--- config.mk ---
export PLATFORM = sky130hd
export DESIGN_NAME = wb_load_queue
export DESIGN_NICKNAME = d
export VERILOG_FILES = /design/src/rtl/wb_load_queue_pkg.sv /design/src/rtl/wb_load_queue_load_extract.sv /design/src/rtl/wb_load_queue.sv
export SDC_FILE = /design/constraint.sdc
export NUM_CORES = 1
export LEC_CHECK = 0
export BUFFER_PORTS_ARGS = -buffer_cell sky130_fd_sc_hd__buf_2
export CORE_ASPECT_RATIO = 1.2
export CORE_UTILIZATION = 55
export CTS_BUF_LIST = sky130_fd_sc_hd__clkbuf_8
export DETAILED_ROUTE_END_ITERATION = 8
export PLACE_DENSITY = 0.81
export SYNTH_ARGS = -nofsm -noshare
export SYNTH_HDL_FRONTEND = slang
export SYNTH_SLANG_ARGS = --single-unit
export TNS_END_PERCENT = 30
--- constraint.sdc ---
create_clock -name clk -period 6.3 [get_ports clk]
set_clock_uncertainty 0.15 [all_clocks]
set_input_delay 1.26 -clock clk [delete_from_list [all_inputs] [get_ports clk]]
set_output_delay 1.26 -clock clk [all_outputs]
set_load 0.02 [all_outputs]
--- src/rtl/wb_load_queue_pkg.sv ---
// Shared load encodings and bus macros for the load-writeback queue.
// Optional bypass path is enabled with WB_LOAD_BYPASS_EN.
`ifndef WB_LOAD_QUEUE_DEFINES
`define WB_LOAD_QUEUE_DEFINES
`define RegAddrBus   REG_AW-1:0
`define RegBus       DATA_W-1:0
`define CacheDataBus DATA_W-1:0
`define ZeroWord     '0
`define ZeroReg      '0
`define WriteEnable  1'b1
`define WriteDisable 1'b0
`endif

package wb_load_queue_pkg;
    localparam logic [2:0] F3_LB  = 3'b000;
    localparam logic [2:0] F3_LH  = 3'b001;
    localparam logic [2:0] F3_LW  = 3'b010;
    localparam logic [2:0] F3_LBU = 3'b100;
    localparam logic [2:0] F3_LHU = 3'b101;
endpackage

--- src/rtl/wb_load_queue_load_extract.sv ---
// Combinational byte/half/word select with sign or zero extension.
module load_extract
    import wb_load_queue_pkg::*;
#(
    parameter int DATA_W = 32
) (
    input  logic [`CacheDataBus] data,
    input  logic [2:0]           funct3,
    input  logic [1:0]           addr_lo,
    output logic [`RegBus]       result
);
    logic [7:0]  b;
    logic [15:0] h;

    always_comb begin
        case (addr_lo)
            2'd0:    b = data[7:0];
            2'd1:    b = data[15:8];
            2'd2:    b = data[23:16];
            default: b = data[31:24];
        endcase
        // half select ignores addr_lo[0]; misaligned halves are not split
        h = addr_lo[1] ? data[31:16] : data[15:0];
    end

    always_comb begin
        case (funct3)
            F3_LB:   result = {{(DATA_W-8){b[7]}}, b};
            F3_LBU:  result = {{(DATA_W-8){1'b0}}, b};
            F3_LH:   result = {{(DATA_W-16){h[15]}}, h};
            F3_LHU:  result = {{(DATA_W-16){1'b0}}, h};
            default: result = data;
        endcase
    end
endmodule

--- src/rtl/wb_load_queue.sv ---
// In-order outstanding-load queue with extraction and registered writeback.
// Define WB_LOAD_BYPASS_EN to add the combinational forwarding outputs.
module wb_load_queue
    import wb_load_queue_pkg::*;
#(
    parameter int DATA_W = 32,
    parameter int REG_AW = 5,
    parameter int DEPTH  = 4
) (
    input  logic                     clk,
    input  logic                     rst,
    input  logic                     issue_valid,
    input  logic [`RegAddrBus]       issue_rd,
    input  logic [2:0]               issue_funct3,
    input  logic [1:0]               issue_addr_lo,
    output logic                     issue_ready,
    input  logic                     flush,
    input  logic [`CacheDataBus]     i_p_readdata,
    input  logic                     i_p_readdata_valid,
    input  logic                     i_p_waitrequest,
    output logic                     reg_we_o,
    output logic [`RegAddrBus]       reg_waddr_o,
    output logic [`RegBus]           reg_wdata_o,
    output logic [$clog2(DEPTH):0]   pending_o,
    output logic                     wb_done,
    output logic                     orphan_err_o
`ifdef WB_LOAD_BYPASS_EN
    ,
    output logic                     fwd_valid_o,
    output logic [`RegAddrBus]       fwd_rd_o,
    output logic [`RegBus]           fwd_data_o
`endif
);
    localparam int PW = $clog2(DEPTH);
    localparam int CW = PW + 1;

    typedef struct packed {
        logic [REG_AW-1:0] rd;
        logic [2:0]        funct3;
        logic [1:0]        addr_lo;
        logic              kill;
    } entry_t;

    entry_t          q [DEPTH];
    entry_t          hd;
    logic [PW-1:0]   head, tail;
    logic [CW-1:0]   count;
    logic            resp, push, kill_eff, wr_en, orphan;
    logic [`RegBus]  ext;

    assign hd          = q[head];
    assign resp        = i_p_readdata_valid & ~i_p_waitrequest & (count != '0);
    assign orphan      = i_p_readdata_valid & ~i_p_waitrequest & (count == '0);
    assign issue_ready = (count < CW'(DEPTH)) | resp;
    assign push        = issue_valid & issue_ready & ~flush;
    // a flush in the same cycle also kills the entry being popped
    assign kill_eff    = hd.kill | flush;
    assign wr_en       = resp & ~kill_eff & (hd.rd != '0);

    load_extract #(.DATA_W(DATA_W)) u_extract (
        .data    (i_p_readdata),
        .funct3  (hd.funct3),
        .addr_lo (hd.addr_lo),
        .result  (ext)
    );

    always_ff @(posedge clk) begin
        if (rst) begin
            for (int i = 0; i < DEPTH; i++) q[i] <= '0;
        end else begin
            if (flush)
                for (int i = 0; i < DEPTH; i++) q[i].kill <= 1'b1;
            if (push)
                q[tail] <= '{rd: issue_rd, funct3: issue_funct3,
                             addr_lo: issue_addr_lo, kill: 1'b0};
        end
    end

    always_ff @(posedge clk) begin
        if (rst) begin
            head         <= '0;
            tail         <= '0;
            count        <= '0;
            reg_we_o     <= `WriteDisable;
            reg_waddr_o  <= `ZeroReg;
            reg_wdata_o  <= `ZeroWord;
            orphan_err_o <= 1'b0;
        end else begin
            if (push) tail <= tail + 1'b1;
            if (resp) head <= head + 1'b1;
            count        <= count + CW'(push) - CW'(resp);
            reg_we_o     <= wr_en ? `WriteEnable : `WriteDisable;
            reg_waddr_o  <= wr_en ? hd.rd : `ZeroReg;
            reg_wdata_o  <= wr_en ? ext : `ZeroWord;
            if (orphan) orphan_err_o <= 1'b1;
        end
    end

    assign pending_o = count;
    assign wb_done   = (count == '0) & ~reg_we_o;

`ifdef WB_LOAD_BYPASS_EN
    assign fwd_valid_o = wr_en;
    assign fwd_rd_o    = hd.rd;
    assign fwd_data_o  = ext;
`endif
endmodule

; Yosys cells after proc, flatten, opt, wreduce, memory -nomap -nowiden
; Memories as Yosys holds them, arrays and structs flattened. A register that Yosys moved wholly into a read port is not among the register bits.
; Cells that the tools add are included.
[totals]
ff_bits = 46
mem_bits_rw = 44
input_bits = 48
output_inout_bits = 44
elab_cells = 65
n_memories = 1
[mem_list]
columns = memory, words, word_bits, rd, rd_clocked_by_memory_dff, write_ports, line
row1 = q, 4, 11, 1, 1, 4, wb_load_queue.sv:44  ; entry_t q [DEPTH];
[classes]
addsub = 4
magnitude_cmp = 1
n_eq_ne = 5
muxes = 21
bitwise = 19
reduce_logical = 7
[op_table]
columns = cell, n
row1 = $pmux W32 S4, 1
row2 = $pmux W8 S3, 1
row3 = $mux W16, 1
row4 = $mux W1, 13
row5 = $mux W11, 1
row6 = $reduce_or A11 Y1, 1
row7 = $and A1 B1 Y1, 8
row8 = $mux W2, 4
row9 = $eq A3 B3 Y1 const B, 2
row10 = $logic_not A3 Y1, 2
row11 = $or A1 B1 Y1, 6
row12 = $not A1 Y1, 5
row13 = $reduce_bool A5 Y1, 1
row14 = $add A2 B1 Y2 const B, 2
row15 = $add A3 B1 Y3, 1
row16 = $eq A3 B1 Y1 const B, 1
row17 = $lt A3 B3 Y1 const B, 1
row18 = $reduce_bool A3 Y1, 1
row19 = $sub A3 B1 Y3, 1
row20 = $eq A2 B1 Y1 const B, 1
row21 = $eq A2 B2 Y1 const B, 1
row22 = $logic_not A2 Y1, 1
row23 = $reduce_or A2 Y1, 1

; Depth between registers and ports, before layout
[depth]
ltp_word = 11
mapped_depth = 10
ltp_nobuf = 10

; By module
; Synthesis repeated with hierarchy kept, for this count alone.
[hier_totals]
hier_cells = 389
hier_area_um2 = 4440.5
[modules_own_cells]
columns = mod, n_inst, cells_each, area_per_inst_um2, seq_area_each_um2
row1 = wb_load_queue, 1, 256, 3470.8, 2242.2
row2 = load_extract, 1, 133, 969.7, 0.0

; Least setup slack after synthesis
; OpenSTA, ideal clock, no wires.
[synth_timing]
kind = input -> register
from = in i_p_readdata_valid
to = reg count[2] (netlist: pending_o[2])
setup_ns = 0.128
t_arrival_ns = 2.926
required_time_ns = 6.022
path_slack_ns = 3.096
cell_stages = 10
path_buffers = 0
cell_sequence = nor2b_1 -> o21ai_0 -> ha_1 -> inv_1 -> ha_1 -> inv_1 -> fa_1 -> xor2_1 -> xnor2_1 -> nor2_1
[synth_between]
elab_chain_cells = 7
[synth_lines]
columns = element, line
row1 = "start, declared", wb_load_queue.sv:19  ; input logic i_p_readdata_valid,
row2 = $and A1 B1 Y1 (*) (2 in a row), wb_load_queue.sv:52  ; assign resp = i_p_readdata_valid & ~i_p_waitrequest & (count != '0);
row3 = $or A1 B1 Y1, wb_load_queue.sv:54  ; assign issue_ready = (count < CW'(DEPTH)) | resp;
row4 = $and A1 B1 Y1 (2 in a row), wb_load_queue.sv:55  ; assign push = issue_valid & issue_ready & ~flush;
row5 = $add A3 B1 Y3, wb_load_queue.sv:91  ; count <= count + CW'(push) - CW'(resp);
row6 = $sub A3 B1 Y3 (*), wb_load_queue.sv:91
row7 = "end signal, assigned", wb_load_queue.sv:91
row8 = "end, declared", wb_load_queue.sv:47  ; logic [CW-1:0] count;
; Mark *: on every way between the ends. The rest lies on a longest branch, timed or not.
; A chain may end at the register's enable or synchronous reset.

==> qor.csv <==
stage;metric;value;unit
place;gp_congestion;0.782;
power;p_int;0.991;mW
power;power_leakage;2.17;nW
worst_setup_path;endpoint_kind;flop;
yosys;ys_seq_elements;92;
yosys;avgSynthCellArea;11.8;sq um
place;placed_cell_area;0.00448;sq mm
yosys;netlist_top_cells_count;52 x dfxtp_1, 41 x and3_1, 40 x edfxtp_1;
layout;fillers;504;
yosys;yosys.cell_count.top_type;dfxtp_1;
yosys;syn_nets;395;
clock_tree;postCtsHoldBufs;0;
sta;worstMarginPinSlew;1190;ps
yosys;synth_top_area_share;29.9;%
layout;n_antenna_cell;0;
sta;fmax;286;MHz
power;clkPwrFrac;30.8;%
layout;final_cell_area;0.00470;sq mm
power;netSwitchingFraction;29.1;%
clock_tree;cts_resized;0;
yosys;synth_cells;340;
drt;drtPass1Iterations;4;
sta;setup_tns;0;ps
clock_tree;cts_tree;built;
sta;setup_viol;0;
sta;hold_ws;332;ps
layout;drive_gt1_share;33.3;%
yosys;synth_area_leaders;edfxtp_1 30%, dfxtp_1 26%, and3_1 6.4%;
sta;drv_slew;0;
sta;slew_headroom;20.6;%
sta;finalHoldViolations;0;
worst_setup_path;required;6390;ps
yosys;synthDistinctLibCells;38;
yosys;synth_top_cell_by_area;edfxtp_1;
place;pre_cts_slack;2780;ps
drt;drt_iter0_markers;140;
die;die_h;95.6;um
yosys;synthesis.area;0.00401;sq mm
power;ir_drop;0.180;mV
global_route;grt_pass1_vias;2773;
sta;rsz0062_at_grt;no;
global_route;antenna_found_initial;0;
drt;avgRoutedWirePerCell;16.3;um
worst_setup_path;cp_cell_sequence;mux4_2, or2_1, o41ai_4, inv_2, o221a_2;
power;comb_power_share;20.3;%
drt;dr_total_vias;2890;
sta;post-route-period-util;55.4;%
layout;multi_input_area;0.00163;sq mm
clock_tree;cts_setup_buffers;0;
place;dp_hpwl;5820;um
die;die_x;80.0;um
power;seqPwrFrac;48.9;%
yosys;ys_async_sr_fraction;0;%
worst_setup_path;arrival;3580;ps
worst_setup_path;crit_slowest_cell;o41ai_4;
worst_setup_path;cp-start-kind;flop;
die;core_area;0.00694;sq mm
yosys;synthFlopType;dfxtp_1;
drt;drc;0;
global_route;grt_pass1_wl;13000;um
status;status;completed;
yosys;yosys_warnings;0;
layout;areaGrowthSynthToFinish;17.2;%
layout;nNetsFinal;476;
power;pwr_density_cell;297;mW/mm^2
worst_setup_path;slowest_delay;920;ps
sta;setup_ws;2810;ps
clock_tree;clock-sinks;92;
die;initial_core_util;57.8;%
clock_tree;numCtsBuffers;9;
die;die-area;0.00764;sq mm
place;port_buffers;91;
clock_tree;ctsHtreeMaxLevel;3;
sta;min_period;3490;ps
worst_setup_path;cp_top_family;compound AO/OA/AOI/OAI gates;
run;maxCapViolations;0;
power;power;1.40;mW
clock_tree;cts_buffer_depth;2;
die;ios;92;
yosys;yosysSeqAreaShare;55.9;%
layout;fin_util;67.7;%
place;placed_cells;497;
drt;via_per_inst;5.63;
layout;register_area;0.00224;sq mm
yosys;synth-edff-count;40;
global_route;overflow;0;
layout;fin_cells;513;
clock_tree;cts-root-buf;clkbuf_8;
die;rows;33;
global_route;grt_max_degree;45;
drt;wl;8360;um
worst_setup_path;critPathMaxFanout;19;
worst_setup_path;worstSetupPathType;reg -> reg;
global_route;track_usage;23.0;%
clock_tree;clock_latency;360;ps
worst_setup_path;path_buf_inv;1;
drt;ant_nets;0;
clock_tree;clk_pin_slew;80;ps
min_path;hold_path.class;reg -> reg;
power;power.switching;0.407;mW
-- final cells by class --
type	instances	area share, %
Multi-Input combinational cell	217	34.7
Sequential cell	92	47.7
Clock buffer	9	2.64
Tap cell	87	2.32
Clock inverter	7	1.94
Timing Repair Buffer	93	10.0
Inverter	8	0.639
-- path summary, 6_finish.rpt --
| kind | from | endpoint | slack [ps] | depth (start not counted) |
|---|---|---|---|---|
| setup / recovery | flop | reg_wdata_o[0] | 2810 | 5 |
| hold reg to reg | q[3][0] | q[3][0] | 330 | 2 |
| hold / removal | q[3][0] | q[3][0] | 330 | 2 |
| setup reg to reg | flop | reg_wdata_o[0] | 2810 | 5 |
-- layer usage --
layer | vias to the layer above | global-route usage [%] | part of all wire (%) | wire length, um
met1 | 1371 | 26.3 | 40 | 3340
met5 | - | 0 | 0 | 0
li1 | 1395 | - | - | -
met2 | 108 | 40.9 | 52 | 4320
met4 | 0 | 11.8 | 2.2 | 184
met3 | 16 | 4.31 | 6.2 | 517
-- power groups by stage --
stage	registers (mW)	clock network (mW)	logic, mW
2_1_floorplan	0.698	0	0.201
3_3_place_gp	0.695	0	0.273
3_5_place_dp	0.697	0	0.281
4_1_cts	0.684	0.433	0.283
5_1_grt	0.689	0.458	0.310
6_report	0.683	0.431	0.284
-- cell usage in the layout (no fill, tap or decap), drive strengths merged, types with 5 or more instances in the layout --
cell type and n:
edfxtp 40, a21oi 21, inv 10, dfxtp 52, nand2 24, mux2i 24, buf 93, mux4 10
and3 41, clkbuf 9, or2 5, nor2 30, and2 10, nor3 7, o221a 13, ha 6
-- cells by family after synthesis --
| family | synth area share (%) |
|---|---|
| AOI/OAI and AO/OA | 8.42 |
| xor gates and xnor gates | 1.09 |
| adders and majority gates | 2.37 |
| buffers and inverters | 3.49 |
| DFF | 55.9 |
| muxes | 12.4 |
| and+or+nand+nor | 16.3 |
-- sequential cells by signal, indices dropped and copies added, names as in the netlist, named ones only --
name	cells
pending_o	3
tail	2
reg_waddr_o	5
q	44
reg_we_o	1
orphan_err_o	1
reg_wdata_o	32
head	2
-- worst reg2reg max path: stages (launching register included) --
cell and delay (ps):
dfxtp_1 870, mux4_2 620, or2_1 290, o41ai_4 920, inv_2 320, o221a_2 220
(Power assumes the default switching activity.)
